--- src/rtl/fft_pkg.sv ---
`default_nettype none
//------------------------------------------------------------------------------
// Module   : fft_pkg
// Purpose  : Shared constants and the round-robin pick helper used by
//            round_arbiter.
// Contents : IN_W_DEF  - default product width (32)
//            OUT_W_DEF - default result width (16)
//            rr_pick() - first valid index searching upward from ptr, mod n
// Revision : 1.0 - initial release
//------------------------------------------------------------------------------
package fft_pkg;

   localparam int IN_W_DEF  = 32;
   localparam int OUT_W_DEF = 16;

   // Returns the first index i with valid[i] set, scanning ptr, ptr+1, ...
   // modulo n. valid is zero-extended to 8 bits so one helper serves every
   // legal requester count (2..8). Returns 0 when nothing is valid; callers
   // qualify the result with |valid.
   function automatic logic [2:0] rr_pick(input logic [7:0] valid,
                                          input logic [2:0] ptr,
                                          input int         n);
      logic [2:0] pick;
      logic [2:0] idx3;
      logic       found;
      int         idx;
      pick  = '0;
      found = 1'b0;
      for (int k = 0; k < 8; k++) begin
         idx  = (int'(ptr) + k) % n;
         idx3 = 3'(idx);
         if (!found && (k < n) && valid[idx3]) begin
            pick  = idx3;
            found = 1'b1;
         end
      end
      return pick;
   endfunction

endpackage
`default_nettype wire

--- src/rtl/round_stage.sv ---
`default_nettype none
//------------------------------------------------------------------------------
// Module   : round_stage
// Purpose  : Combinational reduction of a two's-complement product from IN_W
//            to OUT_W bits.
// Config   : ROUND_ARBITER_ROUND_NEAREST_EN
//              undefined - truncation (arithmetic shift right, no adder)
//              defined   - round-half-up with one guard bit, saturating to
//                          the largest positive OUT_W value
// Ports    : in_data  [IN_W-1:0]  product in
//            out_data [OUT_W-1:0] reduced result
// Revision : 1.0 - initial release
//------------------------------------------------------------------------------
module round_stage
   import fft_pkg::*;
#(
   parameter int IN_W  = IN_W_DEF,
   parameter int OUT_W = OUT_W_DEF
) (
   input  logic [IN_W-1:0]  in_data,
   output logic [OUT_W-1:0] out_data
);

   localparam int SHIFT = IN_W - OUT_W;

`ifdef ROUND_ARBITER_ROUND_NEAREST_EN
   localparam logic [IN_W:0] HALF = (IN_W+1)'(1) << (SHIFT - 1);

   logic [IN_W:0]  sum_w;      // sign-extended by one guard bit
   logic [OUT_W:0] shifted_w;  // guard bit plus OUT_W result bits

   always_comb begin
      sum_w     = {in_data[IN_W-1], in_data} + HALF;
      shifted_w = sum_w[IN_W:SHIFT];
      // Adding a positive half-LSB can only overflow upward: guard bit clear
      // with the OUT_W sign bit set means the true result exceeds max positive.
      if (!shifted_w[OUT_W] && shifted_w[OUT_W-1]) begin
         out_data = {1'b0, {(OUT_W-1){1'b1}}};
      end else begin
         out_data = shifted_w[OUT_W-1:0];
      end
   end

   logic unused_sum;
   assign unused_sum = ^sum_w[SHIFT-1:0];
`else
   assign out_data = in_data[IN_W-1:SHIFT];

   logic unused_low;
   assign unused_low = ^in_data[SHIFT-1:0];
`endif

endmodule
`default_nettype wire

--- src/rtl/round_arbiter.sv ---
`default_nettype none
//------------------------------------------------------------------------------
// Module   : round_arbiter
// Purpose  : Round-robin arbiter over N_REQ product streams with a single
//            registered, rounded output stage (1-cycle latency, full
//            throughput, back-pressure aware).
// Config   : ROUND_ARBITER_ROUND_NEAREST_EN (see round_stage)
// Ports    : clk        clock, rising edge
//            rst_n      asynchronous active-low reset
//            req_valid  [N_REQ]        per-requester valid
//            req_data   [N_REQ][IN_W]  per-requester product
//            req_ready  [N_REQ]        per-requester accept (one-hot or zero)
//            out_valid / out_ready     output handshake
//            out_data   [OUT_W]        rounded result
//            out_id     [clog2(N_REQ)] source requester of out_data
//            busy                      output pending or any request valid
// Revision : 1.0 - initial release
//------------------------------------------------------------------------------
module round_arbiter
   import fft_pkg::*;
#(
   parameter int N_REQ = 4,
   parameter int IN_W  = IN_W_DEF,
   parameter int OUT_W = OUT_W_DEF,
   localparam int ID_W = $clog2(N_REQ)
) (
   input  logic                        clk,
   input  logic                        rst_n,
   input  logic [N_REQ-1:0]            req_valid,
   input  logic [N_REQ-1:0][IN_W-1:0]  req_data,
   output logic [N_REQ-1:0]            req_ready,
   output logic                        out_valid,
   input  logic                        out_ready,
   output logic [OUT_W-1:0]            out_data,
   output logic [ID_W-1:0]             out_id,
   output logic                        busy
);

   logic             out_valid_q, out_valid_d;
   logic [OUT_W-1:0] out_data_q,  out_data_d;
   logic [ID_W-1:0]  out_id_q,    out_id_d;
   logic [ID_W-1:0]  ptr_q,       ptr_d;

   logic [7:0]       valid_ext;
   logic [2:0]       ptr_ext;
   logic [2:0]       grant;
   logic [ID_W-1:0]  grant_id;
   logic             grant_last;
   logic             grant_en;
   logic [IN_W-1:0]  sel_data;
   logic [OUT_W-1:0] rounded;

   // Widen to the fixed 8-bit helper interface.
   always_comb begin
      valid_ext = '0;
      for (int i = 0; i < N_REQ; i++) begin
         valid_ext[i] = req_valid[i];
      end
      ptr_ext             = '0;
      ptr_ext[ID_W-1:0]   = ptr_q;
   end

   always_comb begin
      grant      = rr_pick(valid_ext, ptr_ext, N_REQ);
      grant_id   = grant[ID_W-1:0];
      grant_last = (grant == 3'(N_REQ - 1));
      // Accept only when the output register is free or draining this cycle.
      grant_en   = (|req_valid) && (!out_valid_q || out_ready);
      sel_data   = req_data[grant_id];
   end

   round_stage #(
      .IN_W  (IN_W),
      .OUT_W (OUT_W)
   ) u_round_stage (
      .in_data  (sel_data),
      .out_data (rounded)
   );

   // rst_n gates the grant so req_ready is forced low asynchronously.
   always_comb begin
      req_ready = '0;
      for (int i = 0; i < N_REQ; i++) begin
         req_ready[i] = rst_n && grant_en && (grant_id == ID_W'(i));
      end
   end

   always_comb begin
      out_valid_d = out_valid_q;
      out_data_d  = out_data_q;
      out_id_d    = out_id_q;
      ptr_d       = ptr_q;
      if (grant_en) begin
         // Covers both an idle register and a same-cycle drain (no bubble).
         out_valid_d = 1'b1;
         out_data_d  = rounded;
         out_id_d    = grant_id;
         ptr_d       = grant_last ? '0 : grant_id + 1'b1;
      end else if (out_ready) begin
         out_valid_d = 1'b0;
      end
   end

   always_ff @(posedge clk or negedge rst_n) begin
      if (!rst_n) begin
         out_valid_q <= 1'b0;
         out_data_q  <= '0;
         out_id_q    <= '0;
         ptr_q       <= '0;
      end else begin
         out_valid_q <= out_valid_d;
         out_data_q  <= out_data_d;
         out_id_q    <= out_id_d;
         ptr_q       <= ptr_d;
      end
   end

   assign out_valid = out_valid_q;
   assign out_data  = out_data_q;
   assign out_id    = out_id_q;
   assign busy      = out_valid_q || (|req_valid);

endmodule
`default_nettype wire

--- config.mk ---
export PLATFORM = sky130hd
export DESIGN_NAME = round_arbiter
export DESIGN_NICKNAME = d
export VERILOG_FILES = /design/src/rtl/fft_pkg.sv /design/src/rtl/round_stage.sv /design/src/rtl/round_arbiter.sv
export SDC_FILE = /design/constraint.sdc
export NUM_CORES = 1
export LEC_CHECK = 0
export CORE_MARGIN = 2
export CORE_UTILIZATION = 29
export DETAILED_ROUTE_END_ITERATION = 8
export GPL_TIMING_DRIVEN = 0
export PLACE_DENSITY = 0.83
export SETUP_SLACK_MARGIN = 0.2
export SYNTH_ARGS = -nofsm -noshare
export SYNTH_HDL_FRONTEND = slang
export SYNTH_SLANG_ARGS = --single-unit
--- constraint.sdc ---
create_clock -name clk -period 2.45 [get_ports clk]
set_input_delay 0.6125 -clock clk [delete_from_list [all_inputs] [get_ports clk]]
set_output_delay 0.6125 -clock clk [all_outputs]
set_load 0.02 [all_outputs]
==> impl_metrics.toml <==
[sta]
worst_pin_slew_ps = 632
slew_headroom_pct = 57.9
final_max_slew_viol_count = 0
setup_viol = 0
grt_setup_unrepaired = "true"
post-route-period-util_pct = 98.5
skew_ps = 5.28
fin_crit_ps = 2410
max_freq_ghz = 0.415
hold_viol_final = 0

[flow_run]
maxCapViolCount = 0

[route]
wire_per_inst_um = 16.0
wl_met3_um = 288
drc = 0
drt-met1-wl_um = 2470
met2WireLength_um = 2740
highest_layer = "met4"
dr.pass1.iters = 4
routed_wl_um = 5590
vias = 1759
initialDrtViolationCount = 71
vias_per_cell = 5.04
ant_nets = 0

[clock_network]
cts_sinks = 21
clkLatencyLatePin_ps = 270
cts_buffers = 3
clockRootBuffer = "clkbuf_8"
ctsHtreeMaxLevel = 1
tritoncts = "yes"
cts-hold-fix-buffers = 0
cts.path.max_buffers = 2
clk_pin_slew_ps = 80

[synthesis]
synth_area_per_cell_um2 = 9.02
yosysMostFrequentCell = "dfrtp_1"
synth_top_family_by_area = "simple AND/OR/NAND/NOR gates"
ys.flop_type = "dfrtp_1"
synth-xor-area-share_pct = 0
syn_nets = 304
synthSimpleGateAreaFrac_pct = 27.9
synth_top_area_share_pct = 34.7
yosysTopAreaCell = "dfrtp_1"
synthCells = 168
yosys-top-cells-area = "dfrtp_1 (35%), mux2i_1 (11%), nor4b_1 (8.7%), nor3b_1 (8.4%), a211oi_1 (7.4%)"
synth_mux_area_share_pct = 11.2
ys_seq_area_share_pct = 34.7
synth-edff-count = 0
synth-warning-count = 0
synth_compound_area_share_pct = 18.6
syn_area_um2 = 1520
async_flop_share_pct = 100
ys_types = 28
synthAdderAreaFrac_pct = 0.826
synth_common_cells = "dfrtp_1 (21), mux2i_1 (17), nor3b_1 (17), o21ai_0 (17), nor2_1 (16)"
ys_ff_latch = 21

[finish]
fillerInstances = 476
fin_area_um2 = 2850
nets = 416
areaGrowthSynthToFinish_pct = 87.8
antennaDiodeCount = 0
drive_gt1_share_pct = 20.1

[global_routing]
grt_pass1_vias = 1910
grt_pass1_wl_um = 9340
grt_antenna_before_repair = 0
grt_usage_pct = 19.8
overflow = 0
grt_max_degree = 24

[placed_design]
io_buffers = 94
place_hpwl_um = 4070
placed_cell_area_um2 = 2580
gp_congestion = 0.750

[critical_path]
startpoint_type = "flop"
worst-setup-path-type = "flop to output port"
crit_arrival_ps = 1800
cp-end-kind = "output port"
crit_required_ps = 1840
cp_max_fo = 5

[die]
core.rowCount = 26
dieArea_um2 = 5820
core_um2 = 5070
die_w_um = 76.3
start_util_pct = 29.9
io-pin-count = 159
die_h_um = 76.3

[run_status]
status = "finished, final reports clean"

[hold_path]
hold_class = "input port to asynchronous set/reset pin"

[pwr]
power.density_nw_per_um2 = 711
vdd_ir_drop_max_v = 0.000265
power_leakage_nw = 1.12
power_mw = 2.02
cell type report:
cell class / count / area [um2] / share of cell area [%]
Buffer: 17 / 130 / 4.57
Clock buffer: 4 / 45.0 / 1.58
Inverter: 4 / 15.0 / 0.528
Multi-Input combinational cell: 126 / 1000 / 35.1
Sequential cell: 21 / 527 / 18.5
Tap cell: 70 / 87.6 / 3.08
Timing Repair Buffer: 107 / 1040 / 36.6
worst max-delay path, stage by stage (launching register included):
cell and delay, ps:
dfrtp_2 470, mux2i_1 190, and2_1 150, buf_6 110, nor2_4 40, buf_8 130
buf_6 120, nor3b_4 170, buf_6 140
cells in the final DEF, fill, tap and decap left out, types with 6 or more instances in the layout:
cell and instances:
a211oi_1 15, buf_4 14, buf_6 11, clkbuf_1 6, clkdlybuf4s50_1 83, dfrtp_1 20
mux2i_1 17, nand2_1 8, nor2_1 16, nor3b_1 16, nor4b_1 15, o21ai_0 16
kinds of logic after synthesis:
| group | count (synthesis) |
|---|---|
| buffers and inverters | 21 |
| AO/OA/AOI/OAI | 42 |
| multiplexers | 17 |
| flip-flops | 21 |
| adder cells (fa/ha/maj) | 1 |
| AND/OR/NAND/NOR | 66 |
power by group:
part           leakage (nW)  internal (mW)  switching [mW]
clock network        0.0228          0.116           0.121
logic                 0.867          0.646           0.585
registers             0.234          0.466          0.0871
total                  1.12           1.23           0.794
stage by stage:
stage	setup TNS [ps]	hold WS (ps)	setup WS, ps	util, %	instances
floorplan	0	317	128	-	168
global placement	-7390	465	-1210	50.9	332
detailed placement	-8520	463	-1290	50.9	332
CTS	0	476	22.0	55.6	349
global route	-138	374	-58.9	56.1	349
finish	0	340	37.7	56.1	349
sequential cells by signal, indices dropped and copies added (netlist names):
name,count
ptr_q,2
out_id,2
out_data,16
out_valid,1
final timing paths:
check | startpoint | to | slack (ps) | cells after the start
setup / recovery | ptr_q[1] | req_ready[2] | 40 | 8
hold / removal | rst_n | out_data[5] | 340 | 1
setup reg to reg | ptr_q[1] | out_data[9] | 540 | 8
hold reg to reg | out_id[0] | out_id[0] | 480 | 2
max in group asynchronous | rst_n | ptr_q[1] | 1690 | 1
min in group clk | out_id[0] | out_id[0] | 480 | 2
routing by layer:
layer	global-route usage [%]	up-vias
met5	0	-
met4	5.64	0
met3	3.32	11
met2	33.8	65
met1	25.7	841
li1	-	842
what timing repair did:
action | in CTS | in global routing
resized for setup | 75 | 12
pin swaps | 10 | 5
cloned | 0 | 0
setup buffers | 13 | 0
setup endpoints to repair | 22 | 5
Power figures use the tool's default switching activity.
